==> src/rtl/arb3_rr.sv <==
// Three-requester round-robin arbiter with ownership held until the owner releases its request.
// Optional watchdog (define ARB3_TIMEOUT_EN) revokes a grant after MAX_HOLD cycles.
module arb3_rr #(
  parameter int unsigned MAX_HOLD = 16,
  parameter int unsigned HOLD_W   = 8
) (
  input  logic       clk,
  input  logic       rst_n,
  input  logic [2:0] req,
  output logic [2:0] grant,
  output logic [1:0] gnt_id,
  output logic       busy,
  output logic       any_req,
  output logic       timeout
);

  typedef enum logic {IDLE, GRANT} state_e;

  state_e     state_q;
  logic [2:0] grant_q;
  logic [1:0] gnt_id_q;
  logic [1:0] last_q;
  logic       busy_q;
  logic [1:0] win_id;

`ifdef ARB3_TIMEOUT_EN
  localparam logic [HOLD_W-1:0] HoldSat  = '1;
  localparam logic [HOLD_W-1:0] HoldLast = HOLD_W'(MAX_HOLD - 1);

  logic [HOLD_W-1:0] hold_q;
  logic              timeout_q;
`endif

  assign any_req = req[0] | req[1] | req[2];

  // Search starts just after the last owner, so the last owner has lowest priority.
  always_comb begin
    logic [1:0] idx;
    logic       found;
    // NOTE: every variable gets a default first so no path leaves it unassigned (no latch).
    win_id = last_q;
    idx    = last_q;
    found  = 1'b0;
    for (int k = 0; k < 3; k++) begin
      idx = (idx == 2'd2) ? 2'd0 : idx + 2'd1;
      if (!found && req[idx]) begin
        win_id = idx;
        found  = 1'b1;
      end
    end
  end

  // NOTE: sequential state uses non-blocking assignments so all registers update together.
  always_ff @(posedge clk or negedge rst_n) begin
    if (!rst_n) begin
      state_q   <= IDLE;
      grant_q   <= 3'b000;
      gnt_id_q  <= 2'd0;
      last_q    <= 2'd2;
      busy_q    <= 1'b0;
`ifdef ARB3_TIMEOUT_EN
      hold_q    <= '0;
      timeout_q <= 1'b0;
`endif
    end else begin
`ifdef ARB3_TIMEOUT_EN
      timeout_q <= 1'b0;
`endif
      case (state_q)
        IDLE: begin
          if (any_req) begin
            state_q  <= GRANT;
            grant_q  <= 3'b001 << win_id;
            gnt_id_q <= win_id;
            last_q   <= win_id;
            busy_q   <= 1'b1;
`ifdef ARB3_TIMEOUT_EN
            hold_q   <= '0;
`endif
          end
        end
        GRANT: begin
          // A release always wins over a watchdog expiry on the same edge.
          if (!req[gnt_id_q]) begin
            state_q  <= IDLE;
            grant_q  <= 3'b000;
            gnt_id_q <= 2'd0;
            busy_q   <= 1'b0;
          end
`ifdef ARB3_TIMEOUT_EN
          else if (hold_q == HoldLast) begin
            state_q   <= IDLE;
            grant_q   <= 3'b000;
            gnt_id_q  <= 2'd0;
            busy_q    <= 1'b0;
            timeout_q <= 1'b1;
          end else if (hold_q != HoldSat) begin
            hold_q <= hold_q + 1'b1;
          end
`endif
        end
        default: state_q <= IDLE;
      endcase
    end
  end

  assign grant  = grant_q;
  assign gnt_id = gnt_id_q;
  assign busy   = busy_q;

`ifdef ARB3_TIMEOUT_EN
  assign timeout = timeout_q;
`else
  assign timeout = 1'b0;
`endif

endmodule
==> config.mk <==
export PLATFORM = sky130hd
export DESIGN_NAME = arb3_rr
export DESIGN_NICKNAME = d
export VERILOG_FILES = /design/src/rtl/arb3_rr.sv
export SDC_FILE = /design/constraint.sdc
export NUM_CORES = 1
export LEC_CHECK = 0
export ABC_AREA = 1
export ABC_CLOCK_PERIOD_IN_PS = 1500
export CAP_MARGIN = 20
export CORE_AREA = 4 4 41 43
export DETAILED_ROUTE_END_ITERATION = 12
export DIE_AREA = 0 0 45 47
export PLACE_DENSITY_LB_ADDON = 0.3
export SLEW_MARGIN = 20
export SYNTH_ARGS = -nofsm -noshare
export SYNTH_HDL_FRONTEND = slang
export SYNTH_SLANG_ARGS = --single-unit
export TNS_END_PERCENT = 50
==> constraint.sdc <==
create_clock -name clk -period 1.5 [get_ports clk]
set_clock_uncertainty 0.05 [all_clocks]
set_input_delay 0.3 -clock clk [delete_from_list [all_inputs] [get_ports clk]]
set_output_delay 0.3 -clock clk [all_outputs]
set_load 0.01 [all_outputs]
# --- After elaboration in Yosys (flattened, before gate mapping) ---
# Cells that the tools add are included.
op_classes:
  shift: 1
  bitwise: 3
  reduce_logical: 6
  addsub: 3
  n_eq_ne: 5
  mux: 28
  magnitude_cmp: 4
op_table:
  columns: ["op", "count"]
  rows:
  - ["two-way mux 2 bit", 8]
  - ["less-than comparator 2 x 3 -> 1 bit (second input constant)", 4]
  - ["two-way mux 1 bit", 10]
  - ["binary-select mux 1 bit (select 2 bit)", 4]
  - ["adder 2 x 1 -> 2 bit (second input constant)", 3]
  - ["== test 2 bit (second input constant)", 3]
  - ["two-way mux 3 bit", 2]
  - ["case mux 3 bit (2 select lines)", 1]
  - ["inequality test 2 bit (second input constant)", 2]
  - ["case mux 1 bit (2 select lines)", 2]
  - ["case mux 2 bit (2 select lines)", 1]
  - ["AND reduction 2 bit", 2]
  - ["<< shifter 1 x 2 -> 3 bit (first input constant)", 1]
  - ["logical AND 1 bit", 2]
  - ["logical NOT 1 bit", 2]
  - ["bitwise OR 1 bit", 2]
  - ["NOT 1 bit", 1]
word_totals:
  in_bits: 5
  out_inout_bits: 8
  word_cells: 55
  register_bits: 9

# --- Longest topological paths before layout ---
# Gate-level depths: netlist (run 1).
depth:
  depth_word: 14
  mapped_depth: 10
  ltp_nobuf: 10

# --- Worst setup path after synthesis (run 1) ---
# No wires, ideal clock.
synth_timing:
  kind: "reg-to-reg"
  start: "register last_q[1]"
  end: "register gnt_id_q[0], in the netlist gnt_id[0]"
  setup_slack_ns: 0.183
  path_stages_with_launch: 10
  synth_period_minus_slack_ns: 1.317
  t_required_ns: 1.332
  path_buffers: 0
  arrival_time_ns: 1.149
  setup_time_ns: 0.118
  path_cell_list: "dfstp_2 nor2_2 nand2_1 nand3_2 nor2_1 nor2_1 nand2_1 nand2_2 nand2_2 nand2_1"
synth_between:
  elab_chain_cells: 13
  word_cells_on_any_way: 26
  cone_classes: "3 x add/sub; 3 x eq/ne; 16 x mux; 4 x reduce/logical"
synth_rtl:
  columns: ["element", "line_no", "source"]
  rows:
  - ["start: declaration", "22", "logic [1:0] last_q;"]
  - ["start signal: assignment", "75", "last_q <= win_id;"]
  - ["adder 2 x 1 -> 2 bit / == test 2 bit (equally long branches)", "45", "idx = (idx == 2'd2) ? 2'd0 : idx + 2'd1;"]
  - ["two-way mux 2 bit *", "45", null]
  - ["parallel branches: the longest is 8 deep, another holds adder 2 x 1 -> 2 bit", null, null]
  - ["two-way mux 2 bit *", "46", "if (!found && req[idx]) begin"]
  - ["two-way mux 2 bit *", "71", "if (any_req) begin"]
  - ["case mux 2 bit (2 select lines) *", "69", "case (state_q)"]
  - ["end signal: assignment", "74", "gnt_id_q <= win_id;"]
  - ["end: declaration", "21", "logic [1:0] gnt_id_q;"]
# Every way passes the cells marked *. The select of a mux whose other input is x is not followed.
# A chain may end at the register's enable or synchronous reset.

# --- Final worst setup path (run 1) ---
layout_timing:
  start: "input req[2]"
  end: "register grant_q[1], in the netlist grant[1]"
layout_between:
  elab_chain_cells: 12
  word_cells_on_any_way: 24
  cone_classes: "2 x eq/ne; 1 x shift; 15 x mux; 1 x bitwise; 5 x reduce/logical"
layout_rtl:
  columns: ["element", "line_no", "source"]
  rows:
  - ["start: declaration", "9", "input logic [2:0] req,"]
  - ["binary-select mux 1 bit (select 2 bit)", "46", null]
  - ["two-way mux 1 bit (not written as such)", "46", null]
  - ["two-way mux 1 bit", "46", null]
  - ["logical NOT 1 bit", "46", null]
  - ["logical AND 1 bit", "46", null]
  - ["two-way mux 1 bit", "46", null]
  - ["logical NOT 1 bit", "46", null]
  - ["logical AND 1 bit", "46", null]
  - ["two-way mux 2 bit", "46", null]
  - ["<< shifter 1 x 2 -> 3 bit", "73", "grant_q <= 3'b001 << win_id;"]
  - ["two-way mux 3 bit", "71", null]
  - ["case mux 3 bit (2 select lines)", "69", null]
  - ["end signal: assignment", "73", null]
  - ["end: declaration", "20", "logic [2:0] grant_q;"]
# Several ways; a longest one is shown, not always the timed one. The select of a mux whose other input is x is not followed.

==> flow_summary.toml, run 1 <==
[synth]
async_reset_ff_share_pct = 100
yosysTopAreaCell = "dfrtp_1"
synthTopCellsByCount = "32 x nand2_1, 12 x inv_1, 8 x dfrtp_1"
synth_most_common_cell = "nand2_1"
yosysSeqAreaShare_pct = 40.3
netlist_area_um2 = 562
syn_nets = 89
synth_cells = 84
synthFlopType = "dfrtp_1"
yosysWarnings = 0
syn_area_per_cell_um2 = 6.69
synthTopCellsByArea = "dfrtp_1 36%, nand2_1 21%, inv_1 8.0%, nand3_1 6.2%, dfstp_2 4.7%"
synth_seq_cells = 9
ys_types = 18
yosys.area.top_type_share_pct = 35.6
synth_edf_count = 0

[placed_design]
place_area_um2 = 743
io_buffers = 11
gp_congestion = 0.880
place_ws_ns = -0.389
hpwl_um = 1020

[floorplanning]
die_y_um = 47
ios = 13
start_util_pct = 43.2
coreArea_um2 = 1300
die_area_um2 = 2120
fp-row-count = 13
dieWidth_um = 45

[worst_setup_path]
r2r_start = "last_q[1]"
critPathKind = "input port to register"
critPathLaunch = "req[2]"
rrSetupSlack_ns = 0.02
crit_arrival_ns = 1.64
worstPathRequired_ns = 1.65
endpoint = "grant[1]"
r2r-end = "grant[1]"
crit_fanout = 3
startpoint_type = "input port"
worst-r2r-cell-count = 10
cp-end-kind = "register"

[route]
drt_iter0_drc = 21
vias_per_cell = 4.94
drt_wl_total_um = 1420
antenna_left = 0
drc = 0
routed-via-count = 608
drt_pass1_iterations = 4
post_drt_wl_per_cell_um = 11.5

[clock_network]
cts.clk_slew.worst_paths_ns = 0.06
cts_buffers = 3
cts_tree = "built"
cts_sinks = 9
cts_hold_buf = 0
cts_buffer_depth = 2
clock_latency_ns = 0.26
h-tree-depth = 1
clockRootBuffer = "clkbuf_4"

[status]
outcome = "complete, no violations"

[sta]
fmax_ghz = 0.671
slew_viol_final = 0
fin_setup_tns_ns = 0
worst_slack_ns = 0.0106
period_share_pct = 99.3
post-route-min-period_ns = 1.49
final-hold-violation-count = 0
setup_viol = 0
timing.hold.ws_ns = 0.274
rsz0062_at_grt = "true"

[power]
power_frac_seq_pct = 27.9
p_switching_w = 0.000756
ir_drop_mv = 0.943
p_int_w = 0.000873
comb_power_share_pct = 60.7
power_leakage_nw = 0.497
switching_share_pct = 46.4
p_clk_share_pct = 11.4
power_density_nw_per_um2 = 1960

[global_routing]
grt_first_pass_wirelength_um = 2250
grt_overflow_total = 0
first_global_vias = 569
grt_most_used_layer = "met2"
track_usage_pct = 15.1
antenna_found_initial = 0
grt_max_degree = 10
met2_usage_pct = 22.0
met1_usage_pct = 19.0
grt_util_met3_pct = 3.83

[cells_and_area]
area_growth_pct = 47.7
fin_nets = 114
antenna_cells = 0
finish.instance_area_um2 = 830
drive_gt1_share_pct = 31.5

[min_path]
hp-class = "input port to asynchronous set/reset pin"

[job]
drv_cap = 0
==> layer usage <==
metal / vias up / share of wire, %
li1: 308 / -
met1: 273 / 44
met3: 5 / 4.3
met4: 0 / 3.4
met2: 22 / 48
met5: - / 0
==> timing repair <==
| item | 4_1_cts | 5_1_grt |
|---|---|---|
| setup endpoints to repair | 10 | 9 |
| resized for setup | 9 | 19 |
| setup buffers | 0 | 2 |
| pin swaps | 0 | 5 |
| endpoints found under the hold margin | 0 | 0 |
==> sequential cells by signal, indices dropped and copies added, names as in the netlist <==
name     flops
last_q       2
grant        3
gnt_id       2
busy         1
state_q      1
==> worst max-delay path: stages <==
cell and delay, ns:
clkdlybuf4s50_1 0.47, inv_1 0.05, buf_4 0.13, nand3_2 0.10, nand2_2 0.08, nand2_1 0.07, inv_1 0.04, nor2_1 0.10
nand2_1 0.07, nand2_2 0.09, nand2_2 0.07, nand2_1 0.06
==> cells in the final DEF, fill, tap and decap left out <==
master           Yosys  routed
clkbuf_1             0       1
inv_1               12      11
nand3_4              0       1
dlygate4sd2_1        0       5
o21ai_0              4       3
nand2_2              2       7
dfstp_2              1       1
nand3_2              2       3
inv_2                1       3
nor2_4               0       1
nand2_1             32      26
clkdlybuf4s50_1      0       2
nor2_1               6       5
nand2_4              0       1
o211ai_1             1       1
a21oi_1              2       1
clkbuf_4             0       3
nand4_1              1       1
buf_2                0       1
o21ai_1              0       1
dfrtp_1              8       8
nor2_2               1       1
conb_1               1       1
nand3_1              7       5
o21bai_2             1       1
a21oi_2              0       1
buf_4                1      10
dlymetal6s2s_1       0       3
==> metrics by stage <==
stage	instances	utilization [%]	total power, W
after detailed placement	117	57.1	0.00132
after global placement	117	57.1	0.00129
after CTS	121	58.3	0.00148
after global routing	123	63.7	0.00180
final	123	63.7	0.00163
after floorplan	84	-	0.000990
==> power groups by stage <==
stage | clock, W | combinational, W | sequential (W)
final | 0.000185 | 0.000989 | 0.000455
after global routing | 0.000210 | 0.00112 | 0.000475
after CTS | 0.000196 | 0.000846 | 0.000439
after detailed placement | 0 | 0.000874 | 0.000443
after global placement | 0 | 0.000850 | 0.000445
after floorplan | 0 | 0.000523 | 0.000467
==> kinds of logic (layout without fill, tap and decap cells) <==
family	Yosys count	count (layout)	share of synthesized area, %
simple gates	51	51	39.6
compound gates	8	8	8.69
buf+inv	15	39	10.7
flops	9	9	40.3
other cells	1	1	0.668
==> worst min path at each step <==
stage / end
CTS: gnt_id[0]
finish: gnt_id[0]
global placement: grant[1]
global route: state_q
floorplan: busy
detailed placement: grant[1]
==> area by class of cell <==
cell class | count | area (um2)
well taps | 15 | 18.8
fillers | 112 | 472
flip-flops and latches | 9 | 226
multi-input cells | 60 | 324
inverters | 14 | 52.6
repair buffers | 21 | 181
clock buffers | 4 | 26.3
Note: power is estimated with default switching activity, not from simulation.
==> inputs of run 2 (changes only) <==
- TNS_END_PERCENT: 50 -> not set
==> run 2 against run 1 <==
  * First-iteration DRC count is the same
  * Core utilization is the same
  * Final area is the same
  * Fmax is the same
  * Register-to-register slack is essentially flat
  * Die area is the same
  * Largest cell class unchanged
  * Highest routed layer unchanged
==> flow_summary.toml, run 2 (same netlist as run 1, synthesis figures left out) <==
[clock_network]
cts_buffers = 3
cts_sinks = 9
clock_latency_ns = 0.26
clockRootBuffer = "clkbuf_4"
cts_buffer_depth = 2
cts.clk_slew.worst_paths_ns = 0.06
cts_tree = "built"
cts_hold_buf = 0
h-tree-depth = 1

[global_routing]
antenna_found_initial = 0
grt_first_pass_wirelength_um = 2250
grt_max_degree = 10
first_global_vias = 569
grt_overflow_total = 0
track_usage_pct = 15.1

[sta]
timing.hold.ws_ns = 0.274
post-route-min-period_ns = 1.49
slew_viol_final = 0
period_share_pct = 99.3
rsz0062_at_grt = "true"
fmax_ghz = 0.671
final-hold-violation-count = 0
fin_setup_tns_ns = 0
setup_viol = 0

[worst_setup_path]
startpoint_type = "input port"
worst-r2r-cell-count = 10
crit_arrival_ns = 1.64
crit_buf_inv = 4
cpPeakStageDelay_ns = 0.47
cp_top_family = "buffers and inverters"
r2r_start = "last_q[1]"
r2r-end = "grant[1]"
critPathLaunch = "req[2]"
cp.depth = 12
crit_path_top_delay_cell = "clkdlybuf4s50_1"
worstPathRequired_ns = 1.65
endpoint = "grant[1]"
crit_chain = "clkdlybuf4s50_1 -> inv_1 -> buf_4 -> nand3_2 -> nand2_2 -> nand2_1 -> inv_1 -> nor2_1 -> nand2_1 -> nand2_2 -> nand2_2 -> nand2_1"
critPathKind = "input port to register"
crit_fanout = 3
cp-end-kind = "register"
rrSetupSlack_ns = 0.02

[cells_and_area]
fin_nets = 114
finish.instance_area_um2 = 830
antenna_cells = 0
fillers = 112
layout_commonest_cell = "nand2_1"
largest_register_ffs = 3
area_growth_pct = 47.7
mostFrequentLayoutCells = "26 x nand2_1, 11 x inv_1, 10 x buf_4"
drive_gt1_share_pct = 31.5

[route]
drt_iter0_drc = 21
drc = 0
drt_wl_total_um = 1420
routed-via-count = 608
antenna_left = 0
vias_per_cell = 4.94
drt_pass1_iterations = 4
post_drt_wl_per_cell_um = 11.5

[floorplanning]
fp-row-count = 13
start_util_pct = 43.2
dieWidth_um = 45
coreArea_um2 = 1300
die_y_um = 47
ios = 13
die_area_um2 = 2120

[placed_design]
gp_congestion = 0.880
hpwl_um = 1020
io_buffers = 11
place_area_um2 = 743

[power]
ir_drop_mv = 0.943
power_density_nw_per_um2 = 1960
power_leakage_nw = 0.497

[status]
outcome = "complete, no violations"

[job]
drv_cap = 0

[min_path]
hp-class = "input port to asynchronous set/reset pin"
-- run 2: cell counts in the layout (fill, tap and decap cells not counted) --
Identical to the previous run, type by type.
-- run 2: worst min-delay path by stage --
stage | to | slack [ns] | depth (start not counted)
6_report | gnt_id[0] | 0.27 | 1
3_5_place_dp | grant[1] | 0.42 | 2
5_1_grt | state_q | 0.27 | 1
4_1_cts | gnt_id[0] | 0.28 | 1
3_3_place_gp | grant[1] | 0.42 | 2
2_1_floorplan | busy | -0.05 | 0
-- run 2: cell type report --
class	instances	area [um2]	share of cell area [%]
Clock buffer	4	26.3	3.17
Inverter	14	52.6	6.33
Multi-Input combinational cell	60	324	39.1
Sequential cell	9	226	27.3
Tap cell	15	18.8	2.26
Timing Repair Buffer	21	181	21.9
-- run 2: routing by layer --
metal  global-route usage [%]  wire [um]
met1                     19.0        624
met2                     22.0        685
met3                     3.83         61
met4                     11.7         48
met5                        0          0
-- run 2: repair_timing --
action	4_1_cts	5_1_grt
pin swaps	0	5
buffers inserted	0	2
endpoints found under the setup margin	10	9
gates resized for setup	9	19
gates cloned	0	0
-- run 2: power breakdown --
group | switching [W] | internal [W] | total [W]
combinational | 0.000575 | 0.000414 | 0.000989
sequential | 0.0000976 | 0.000357 | 0.000455
clock | 0.0000831 | 0.000102 | 0.000185
total | 0.000756 | 0.000873 | 0.00163
-- run 2: through the flow --
stage | std cells | setup WS (ns) | utilization, % | total power (W)
after floorplan | 84 | 0.183 | - | 0.000990
after global placement | 117 | -0.366 | 57.1 | 0.00129
after detailed placement | 117 | -0.389 | 57.1 | 0.00132
after CTS | 121 | 0.00115 | 58.3 | 0.00148
after global routing | 123 | -0.0766 | 63.7 | 0.00180
final | 123 | 0.0106 | 63.7 | 0.00163
==> inputs of run 3 (changes only) <==
- SKIP_LAST_GASP: not set -> 1
==> run 3 against run 2 <==
  * Worst setup slack lost 0.0023 ns
  * Cell count unchanged
  * Routed wire length is 0.35% higher
  * Fmax fell by 0.16%
  * Non-clock buffer count unchanged
  * Critical endpoint unchanged
==> flow_summary.toml, run 3 (same netlist as run 1, synthesis figures left out) <==
[status]
outcome = "complete, no violations"

[floorplanning]
die_area_um2 = 2120
ios = 13
fp-row-count = 13
dieWidth_um = 45
die_y_um = 47
start_util_pct = 43.2
coreArea_um2 = 1300

[global_routing]
grt_max_degree = 10
track_usage_pct = 15.0
first_global_vias = 569
grt_overflow_total = 0
met2_usage_pct = 22.0
grt_first_pass_wirelength_um = 2240
antenna_found_initial = 0
met1_usage_pct = 18.8
grt_util_met3_pct = 3.83
grt_most_used_layer = "met2"

[sta]
rsz0062_at_grt = "true"
fmax_ghz = 0.670
period_share_pct = 99.4
slew_viol_final = 0
setup_viol = 0
final-hold-violation-count = 0
post-route-min-period_ns = 1.49

[cells_and_area]
layout_commonest_cell = "nand2_1"
mostFrequentLayoutCells = "26 x nand2_1, 11 x inv_1, 10 x buf_4"
area_growth_pct = 47.7
final_core_util_pct = 63.7
largest_register_ffs = 3
drive_gt1_share_pct = 31.5
fin_nets = 114
antenna_cells = 0
fillers = 112
finalNonFillerCells = 123

[power]
p_int_w = 0.000872
p_clk_share_pct = 11.4
power_density_nw_per_um2 = 1960
power_leakage_nw = 0.497
switching_share_pct = 46.4
power_frac_seq_pct = 28.0
ir_drop_mv = 0.944
p_switching_w = 0.000754
comb_power_share_pct = 60.7

[clock_network]
cts_sinks = 9
cts_buffer_depth = 2
clock_latency_ns = 0.26
cts.clk_slew.worst_paths_ns = 0.06
clockRootBuffer = "clkbuf_4"
cts_tree = "built"
h-tree-depth = 1
cts_buffers = 3

[placed_design]
hpwl_um = 1020
io_buffers = 11
gp_congestion = 0.880
dp.cells = 117

[worst_setup_path]
worstPathRequired_ns = 1.60
rrSetupSlack_ns = 0.02
crit_fanout = 4
worst-r2r-cell-count = 9
r2r_start = "last_q[1]"
critPathKind = "input port to register"
crit_arrival_ns = 1.59
cp-end-kind = "register"
r2r-end = "grant[1]"
startpoint_type = "input port"

[route]
routed-via-count = 604
drt_iter0_drc = 22
drt_wl_total_um = 1430
drc = 0
vias_per_cell = 4.91
post_drt_wl_per_cell_um = 11.6
antenna_left = 0
drt_pass1_iterations = 4

[min_path]
hp-class = "input port to asynchronous set/reset pin"

[job]
drv_cap = 0
run 3: cell counts in the layout (fill, tap and decap cells not counted):
Identical to the previous run, type by type.
run 3: layer usage:
layer,vias up,wire (um)
met5,-,0
met4,0,62
met3,7,55
met2,20,678
met1,269,628
li1,308,-
run 3: area by class of cell:
type                    instances  area [um2]  share of cell area, %
clock buffers                   4        26.3                   3.17
flip-flops and latches          9         226                   27.3
repair buffers                 21         181                   21.9
well taps                      15        18.8                   2.26
multi-input cells              60         324                   39.1
inverters                      14        52.6                   6.33
run 3: how the worst max path moves through the flow:
| stage | from | end | cells after the start |
|---|---|---|---|
| final | req[2] | grant[1] | 11 |
| after global routing | last_q[1] | grant[1] | 9 |
| after CTS | req[0] | any_req | 4 |
| after detailed placement | req[1] | any_req | 4 |
| after global placement | req[1] | any_req | 4 |
| after floorplan | last_q[1] | gnt_id[0] | 9 |
run 3: power groups by stage:
stage	Combinational (W)	Sequential (W)	Clock (W)
detailed placement	0.000874	0.000443	0
global placement	0.000850	0.000445	0
CTS	0.000847	0.000439	0.000196
finish	0.000987	0.000455	0.000185
global route	0.00111	0.000475	0.000210
floorplan	0.000523	0.000467	0
run 3: what timing repair did:
| item | 4_1_cts | 5_1_grt |
|---|---|---|
| endpoints found under the setup margin | 10 | 10 |
| buffers inserted | 0 | 2 |
| hold buffers | 0 | 0 |
| pin swaps | 0 | 5 |
| gates resized for setup | 8 | 19 |
run 3: per-stage QoR:
step	setup TNS (ns)	instance area (um2)	worst slack [ns]	power [W]	hold WS [ns]
final	0	830	0.00825	0.00163	0.274
after global routing	-0.273	830	-0.0766	0.00180	0.275
after CTS	-0.0409	764	-0.0409	0.00148	0.279
after detailed placement	-2.55	743	-0.389	0.00132	0.419
after global placement	-2.21	743	-0.366	0.00129	0.420
after floorplan	0	562	0.183	0.000990	-0.0456
run 3: worst max-delay path, stage by stage:
cell and delay [ns]:
clkdlybuf4s50_1 0.47, inv_1 0.05, buf_4 0.13, nand3_2 0.10
nand3_4 0.09, nor2_2 0.12, nor2_1 0.05, nand2_1 0.07
nand2_2 0.07, nand2_2 0.08, nand2_1 0.05
